### src/rtl/sha256_msg_ctrl.sv
// SHA-256 message controller: packs 32-bit words into 512-bit blocks, pads, and sequences an external compression core.
// Optional macro SHA256_DOUBLE_EN adds a second pass that hashes the first digest (SHA256(SHA256(msg))).
module sha256_msg_ctrl #(
  parameter int LEN_W = 64
) (
  input  logic         clk,
  input  logic         rst,
  input  logic [31:0]  s_data,
  input  logic         s_valid,
  output logic         s_ready,
  input  logic         s_last,
  input  logic [2:0]   s_nbytes,
  output logic [255:0] blk_H,
  output logic [511:0] blk_M,
  output logic         blk_start,
  input  logic         blk_done,
  input  logic [255:0] blk_H_new,
  output logic [255:0] digest,
  output logic         digest_valid,
  output logic         busy,
  output logic [2:0]   dbg_state
);

  typedef enum logic [2:0] {
    S_IDLE, S_FILL, S_PAD, S_XPAD, S_START, S_WAIT, S_DONE
  } state_t;

  localparam int CNT_W = LEN_W - 3;
  localparam logic [255:0] H_INIT =
    256'h6a09e667bb67ae853c6ef372a54ff53a510e527f9b05688c1f83d9ab5be0cd19;

  state_t           state_q, state_d;
  logic [255:0]     blk_h_q, blk_h_d;
  logic [511:0]     blk_m_q, blk_m_d;
  logic [CNT_W-1:0] byte_cnt_q, byte_cnt_d;
  logic [3:0]       word_idx_q, word_idx_d;
  logic [6:0]       pad_pos_q, pad_pos_d;
  logic             xpad_q, xpad_d;
  logic             xpad80_q, xpad80_d;
  logic             fin_q, fin_d;
  logic [255:0]     digest_q, digest_d;
  logic             digest_valid_q, digest_valid_d;
`ifdef SHA256_DOUBLE_EN
  logic             second_q, second_d;
`endif

  logic             accept;
  logic [3:0]       widx;
  logic [2:0]       nb_eff;
  logic [CNT_W-1:0] cnt_base;
  logic [63:0]      bit_len;

  // s_valid/s_ready: a word transfers on a rising edge where both are high; s_ready never depends on s_valid.
  assign accept = s_valid && s_ready;

  always_ff @(posedge clk) begin
    if (rst) begin
      state_q        <= S_IDLE;
      blk_h_q        <= '0;
      blk_m_q        <= '0;
      byte_cnt_q     <= '0;
      word_idx_q     <= '0;
      pad_pos_q      <= '0;
      xpad_q         <= 1'b0;
      xpad80_q       <= 1'b0;
      fin_q          <= 1'b0;
      digest_q       <= '0;
      digest_valid_q <= 1'b0;
`ifdef SHA256_DOUBLE_EN
      second_q       <= 1'b0;
`endif
    end else begin
      state_q        <= state_d;
      blk_h_q        <= blk_h_d;
      blk_m_q        <= blk_m_d;
      byte_cnt_q     <= byte_cnt_d;
      word_idx_q     <= word_idx_d;
      pad_pos_q      <= pad_pos_d;
      xpad_q         <= xpad_d;
      xpad80_q       <= xpad80_d;
      fin_q          <= fin_d;
      digest_q       <= digest_d;
      digest_valid_q <= digest_valid_d;
`ifdef SHA256_DOUBLE_EN
      second_q       <= second_d;
`endif
    end
  end

  always_comb begin
    state_d        = state_q;
    blk_h_d        = blk_h_q;
    blk_m_d        = blk_m_q;
    byte_cnt_d     = byte_cnt_q;
    word_idx_d     = word_idx_q;
    pad_pos_d      = pad_pos_q;
    xpad_d         = xpad_q;
    xpad80_d       = xpad80_q;
    fin_d          = fin_q;
    digest_d       = digest_q;
    digest_valid_d = 1'b0;
`ifdef SHA256_DOUBLE_EN
    second_d       = second_q;
`endif
    widx     = (state_q == S_IDLE) ? 4'd0 : word_idx_q;
    nb_eff   = !s_last ? 3'd4 : (s_nbytes > 3'd4) ? 3'd4 : s_nbytes;
    cnt_base = (state_q == S_IDLE) ? '0 : byte_cnt_q;
    bit_len  = 64'({byte_cnt_q, 3'b000});

    case (state_q)
      S_IDLE, S_FILL: begin
        if (accept) begin
          if (state_q == S_IDLE) begin
            blk_h_d  = H_INIT;
            xpad_d   = 1'b0;
            xpad80_d = 1'b0;
            fin_d    = 1'b0;
`ifdef SHA256_DOUBLE_EN
            second_d = 1'b0;
`endif
          end
          blk_m_d[{4'd15 - widx, 5'd0} +: 32] = s_data;
          byte_cnt_d = cnt_base + CNT_W'(nb_eff);
          word_idx_d = widx + 4'd1;
          pad_pos_d  = {1'b0, widx, 2'b00} + {4'b0000, nb_eff};
          if (s_last)             state_d = S_PAD;
          else if (widx == 4'd15) state_d = S_START;
          else                    state_d = S_FILL;
        end
      end
      S_PAD: begin
        // pad_pos_q == 64 means the block is full: leave it intact and carry 0x80 into the extra block.
        for (int i = 0; i < 64; i++) begin
          if (7'(i) == pad_pos_q)     blk_m_d[8*(63-i) +: 8] = 8'h80;
          else if (7'(i) > pad_pos_q) blk_m_d[8*(63-i) +: 8] = 8'h00;
        end
        if (pad_pos_q <= 7'd55) begin
          blk_m_d[63:0] = bit_len;
          fin_d         = 1'b1;
        end else begin
          xpad_d   = 1'b1;
          xpad80_d = (pad_pos_q == 7'd64);
        end
        state_d = S_START;
      end
      S_XPAD: begin
        blk_m_d  = {(xpad80_q ? 8'h80 : 8'h00), 440'd0, bit_len};
        xpad_d   = 1'b0;
        xpad80_d = 1'b0;
        fin_d    = 1'b1;
        state_d  = S_START;
      end
      S_START: state_d = S_WAIT;
      S_WAIT: begin
        if (blk_done) begin
          blk_h_d = blk_H_new;
          if (fin_q)       state_d = S_DONE;
          else if (xpad_q) state_d = S_XPAD;
          else             state_d = S_FILL;
        end
      end
      S_DONE: begin
`ifdef SHA256_DOUBLE_EN
        if (!second_q) begin
          blk_h_d  = H_INIT;
          blk_m_d  = {blk_h_q, 8'h80, 184'd0, 64'd256};
          second_d = 1'b1;
          state_d  = S_START;
        end else begin
          digest_d       = blk_h_q;
          digest_valid_d = 1'b1;
          state_d        = S_IDLE;
        end
`else
        digest_d       = blk_h_q;
        digest_valid_d = 1'b1;
        state_d        = S_IDLE;
`endif
      end
      default: state_d = S_IDLE;
    endcase
  end

  always_comb begin
    s_ready      = !rst && (state_q == S_IDLE || state_q == S_FILL);
    busy         = !rst && (state_q != S_IDLE);
    blk_start    = !rst && (state_q == S_START);
    digest_valid = !rst && digest_valid_q;
  end

  assign blk_H     = blk_h_q;
  assign blk_M     = blk_m_q;
  assign digest    = digest_q;
  assign dbg_state = state_q;

endmodule

### config.mk
export PLATFORM = sky130hd
export DESIGN_NAME = sha256_msg_ctrl
export DESIGN_NICKNAME = d
export VERILOG_FILES = /design/src/rtl/sha256_msg_ctrl.sv
export SDC_FILE = /design/constraint.sdc
export NUM_CORES = 2
export LEC_CHECK = 0
export CORE_AREA = 2 2 523 525
export DETAILED_ROUTE_END_ITERATION = 8
export DIE_AREA = 0 0 525 527
export DONT_BUFFER_PORTS = 1
export PLACE_DENSITY = 0.3
export SLEW_MARGIN = 25
export SYNTH_ARGS = -nofsm -noshare
export SYNTH_HDL_FRONTEND = slang
export SYNTH_SLANG_ARGS = --single-unit
### constraint.sdc
create_clock -name clk -period 8.05 [get_ports clk]
set_input_delay 1.61 -clock clk [delete_from_list [all_inputs] [get_ports clk]]
set_output_delay 1.61 -clock clk [all_outputs]
set_load 0.02 [all_outputs]
==> results <==
- The flow ran to the end, and the final reports show no timing, DRC or antenna violations.
- STA classifies the critical path endpoint as a register.
- The dominant cell type by area after synthesis is sky130_fd_sc_hd__dfxtp_1.
- The filler cell count is 30.1k.
- The via count of the first global-routing pass is 34.2k.
- The detailed router's first-iteration violation count is 2814.
- The multi-input combinational cells in the finished layout cover a total of 17400 um2.
- The initial antenna violation count is 25.
- Counting tap cells, the placed design contains a total of 7615 instances.
- The post-route antenna net violation count is 0.
- For this run, asynchronously set or reset flops after synthesis account for 0%.
- The number of cells traversed by the worst register-to-register path is 11.
- In this run the standard cell core region covers 272000 um2.
- Dividing total power by cell area gives a power density of 266 nW/um2.
- The worst path needs 4.65 ns of the cycle, external delays included.
- In this run, synthesis produced a sequential element count of 1103.
- STA classifies the critical path startpoint as a register.
- The min-delay analysis places its worst path in the category reg2reg.
- For the pin with the worst max-slew slack, the measured transition is 1.46 ns.
- In this run the worst setup path terminates at blk_M[349]$_SDFFE_PP0P_.
- Detailed placement ended at an HPWL of 200000 um.
- Summed over all layers, the routed wires come to 271000 um.
- The vertical die dimension is 527 um.
- The worst clock skew on the final layout is 0.101 ns.
- Setup repair after global routing left no endpoint under its margin.
- The net count of the mapped netlist is 4659.
- The portion of synthesized area spent on multiplexers is 0.445%.
- The total clock buffers created by CTS is 146.
- The clock tree root driver cell is sky130_fd_sc_hd__clkbuf_16.
- The setup check on the worst reg-to-reg path leaves a slack of 3.40 ns.
- Summing the areas of all compound-gate instances in the mapped netlist gives 24.5% of the synthesized area.
- The area growth from synthesis to layout is 21.1%.
- The number of clock sinks seen by CTS is 1103.
- At the end of the flow, the number of nets in the layout was 4483.
- The number of violations of the max-capacitance limit is 0.
- After detailed routing, the number of vias per cell comes to 4.50.
- The number of levels in the clock H-tree is 4.
- The max-slew violation count is 0.
- The critical-path cell with the highest stage delay is sky130_fd_sc_hd__a21oi_1.
- The count of different cell masters after synthesis is 88.
- The final number of hold-violating endpoints is 0.
- The floorplan step set the die width to 525 um.
- In the final layout, flip-flops and latches occupy 22100 um2.
- By area, the combinational part of the netlist is dominated by compound AO/OA/AOI/OAI gates.
- After clock tree synthesis, the clock-pin slew on the worst setup and hold paths is 0.07 ns.
- The count of cells resized by post-cts repair is 0.
- The total congestion overflow after global routing is 0.
- The number of remaining DRC errors is 0.
- Setup violations remaining at the end of the flow were counted as 0.
- The commonest cells after synthesis are sky130_fd_sc_hd__dfxtp_1 (1103), sky130_fd_sc_hd__nand2_1 (709), sky130_fd_sc_hd__nor2_1 (419), sky130_fd_sc_hd__a21oi_1 (371), sky130_fd_sc_hd__clkbuf_1 (309).
- Synthesis handed over a netlist of 4354 instances.
- The number of setup buffers added after CTS is 0.
- The largest net degree at the start of global routing is 682.
- The clock passes through at most 4 buffers.
- Each instance of the synthesized netlist takes up on average 9.43 um2.
- Clock latency on the worst-skew pair, taken at its later pin, is 0.83 ns.
- The fraction of post-synthesis cell area in the top cell type by area is 53.8%.
- The synthesized netlist devotes 1.35% of its cell area to XOR and XNOR gates.
- The first global-routing pass estimated 353000 um of wire.
- In this run the tightest slew margin relative to its limit is 2.83%.
- In the global route stage, overall resource usage came out at 18.6%.
- The TritonCTS clock tree is built.
- The count of pins on the block boundary is 1327.
- The routability congestion estimate is 0.900.
- The worst-case IR drop observed on VDD is 0.000128 V.
- For this run, the slowest stage of the critical path takes 0.68 ns.
- The startpoint of the most critical setup path is dbg_state[1]$_SDFFE_PP0P_.
- The initial cell density of the core is 15.1%.
- The endpoint identified for the worst register-to-register timing path is blk_M[349]$_SDFFE_PP0P_.
- The detail-routed net length per standard cell is 34.4 um.
- The reg-to-reg critical path startpoint is dbg_state[1]$_SDFFE_PP0P_.
- The detailed-route via count is 35.5k.
- The post-route netlist has 12.9% of its cells at a drive strength greater than 1.
- The sequential cell area fraction in the yosys report is 53.8%.
- The count of buffers inserted at the top-level ports is 0.
- The startpoint-to-endpoint class of the critical path is reg2reg.
- The die covers 277000 um2.
- Sorting the synthesized cells by area gives the leading types as sky130_fd_sc_hd__dfxtp_1 (54%), sky130_fd_sc_hd__nand2_1 (6.5%), sky130_fd_sc_hd__a21oi_1 (4.5%).
- In this run the cell area of the synthesized design comes to 41000 um2.
- After Yosys synthesis, full adders, half adders and majority gates account for 0.293% of the synthesized area.
- For this run, the number of standard cells in the final layout without fillers is 7892.
- The signal on the critical path passes through buf_4 > or3_1 > buf_4 > and2_1 > ha_1 > xnor2_1 > a211oi_1 > a41oi_1 > a21oi_1 > nor2_1 > a22o_1.
- The Yosys warning count is 0.
- In the synthesized netlist the dominant register cell turns out to be sky130_fd_sc_hd__dfxtp_1.
- Buffers inserted to repair hold after CTS numbered 0.
- At the worst endpoint, the required time is 8.76 ns.
- Row generation in the floorplan step produced 192 rows.
- The fmax is 0.215 GHz.
- Dividing the final minimum period by the clock period gives 57.8%.
- The setup TNS is 0 ns.
- In this run the static leakage power is 16.3 nW.
- The first TritonRoute pass finished after 7 iterations.
- The count of flip-flops with a built-in enable after synthesis is 0.
- Yosys instantiated no cell more often than sky130_fd_sc_hd__dfxtp_1.
- The simple-gate share of the synthesized area is 15.4%.
- The cell repeated most along the worst path is sky130_fd_sc_hd__buf_4.
- The largest fanout on the critical path is 29.
- The arrival time reported for the critical path endpoint is 5.36 ns.
==> where the power goes <==
part	total (W)	internal [W]	leakage, nW	switching, W
Clock	0.00677	0.00398	2.38	0.00279
Combinational	0.000641	0.000162	4.97	0.000479
Sequential	0.00584	0.00556	8.92	0.000282
==> metal layers <==
metal / track usage, % / wire length (um) / share of wire, % / vias up
li1: - / - / - / 15500
met1: 21.4 / 104000 / 38 / 18000
met2: 31.4 / 129000 / 48 / 1703
met3: 7.60 / 28800 / 11 / 288
met4: 5.92 / 9020 / 3.3 / 2
met5: 0 / 19 / 0.0070 / -
==> worst min-delay path by stage <==
stage	depth (start not counted)	slack (ns)	to	startpoint
floorplan	2	0.43	xpad80_q$_SDFFE_PP0P_	xpad80_q$_SDFFE_PP0P_
global placement	2	0.44	xpad80_q$_SDFFE_PP0P_	xpad80_q$_SDFFE_PP0P_
detailed placement	2	0.44	xpad80_q$_SDFFE_PP0P_	xpad80_q$_SDFFE_PP0P_
CTS	2	0.45	xpad80_q$_SDFFE_PP0P_	xpad80_q$_SDFFE_PP0P_
global route	2	0.47	xpad80_q$_SDFFE_PP0P_	xpad80_q$_SDFFE_PP0P_
finish	2	0.45	xpad80_q$_SDFFE_PP0P_	xpad80_q$_SDFFE_PP0P_
==> per-stage QoR <==
step	util [%]	hold WS (ns)	setup slack (ns)	total power, W	instance area (um2)
final	18.3	0.450	3.40	0.0132	49700
after global routing	18.3	0.467	3.18	0.0137	49700
after CTS	18.2	0.451	3.40	0.0134	49600
after detailed placement	16.5	0.444	3.19	0.00655	44700
after global placement	16.4	0.440	3.35	0.00655	44600
after floorplan	-	0.429	3.31	0.00627	41000
==> cell usage in the layout (no fill, tap or decap), types with 13 or more instances in the layout <==
cell                        instances
sky130_fd_sc_hd__buf_4             75
sky130_fd_sc_hd__nand4_1           35
sky130_fd_sc_hd__dfxtp_1         1100
sky130_fd_sc_hd__clkbuf_16        149
sky130_fd_sc_hd__clkbuf_1          29
sky130_fd_sc_hd__a32o_1           179
sky130_fd_sc_hd__diode_2           15
sky130_fd_sc_hd__o221ai_1          16
sky130_fd_sc_hd__a211oi_1          49
sky130_fd_sc_hd__mux2i_1           16
sky130_fd_sc_hd__a22o_1           137
sky130_fd_sc_hd__inv_1             17
sky130_fd_sc_hd__a211oi_2          15
sky130_fd_sc_hd__nand3_1           54
sky130_fd_sc_hd__o221a_2          140
sky130_fd_sc_hd__a21oi_1          368
sky130_fd_sc_hd__clkbuf_8          37
sky130_fd_sc_hd__clkinv_2          18
sky130_fd_sc_hd__and2_1            21
sky130_fd_sc_hd__a31oi_1           14
sky130_fd_sc_hd__nor4_1            13
sky130_fd_sc_hd__and3_1            27
sky130_fd_sc_hd__o21ai_0           43
sky130_fd_sc_hd__a22oi_1          189
sky130_fd_sc_hd__nand2b_1          28
sky130_fd_sc_hd__xnor2_1           48
sky130_fd_sc_hd__nand2_1          707
sky130_fd_sc_hd__a32oi_1           27
sky130_fd_sc_hd__o211a_1           20
sky130_fd_sc_hd__nor2_1           411
sky130_fd_sc_hd__nor3_1            48
==> critical path: cells and delay by family (launching register included) <==
family	cells	cell delay, ns
AOI/OAI and AO/OA	4	1.73
buffers and inverters	2	0.87
and+or+nand+nor	3	0.82
adders and majority gates	1	0.61
DFF	1	0.31
xor gates and xnor gates	1	0.17
==> final cells by class <==
type | instances | share of cell area [%]
diodes | 15 | 0.0755
clock buffers | 215 | 8.74
clock inverters | 43 | 1.01
inverters | 20 | 0.166
multi-input cells | 2824 | 35.0
flip-flops and latches | 1103 | 44.4
well taps | 3589 | 9.03
repair buffers | 83 | 1.53
==> logic make-up (layout without fill, tap and decap cells) <==
kind of cell | count (synthesis) | after routing
flops | 1103 | 1103
buf+inv | 427 | 361
mux | 17 | 17
simple gates | 1453 | 1453
other cells | 0 | 15
compound gates | 1284 | 1284
xor+xnor | 61 | 61
fa+ha+maj | 9 | 9
No activity file was read; power rests on OpenSTA's default activity.
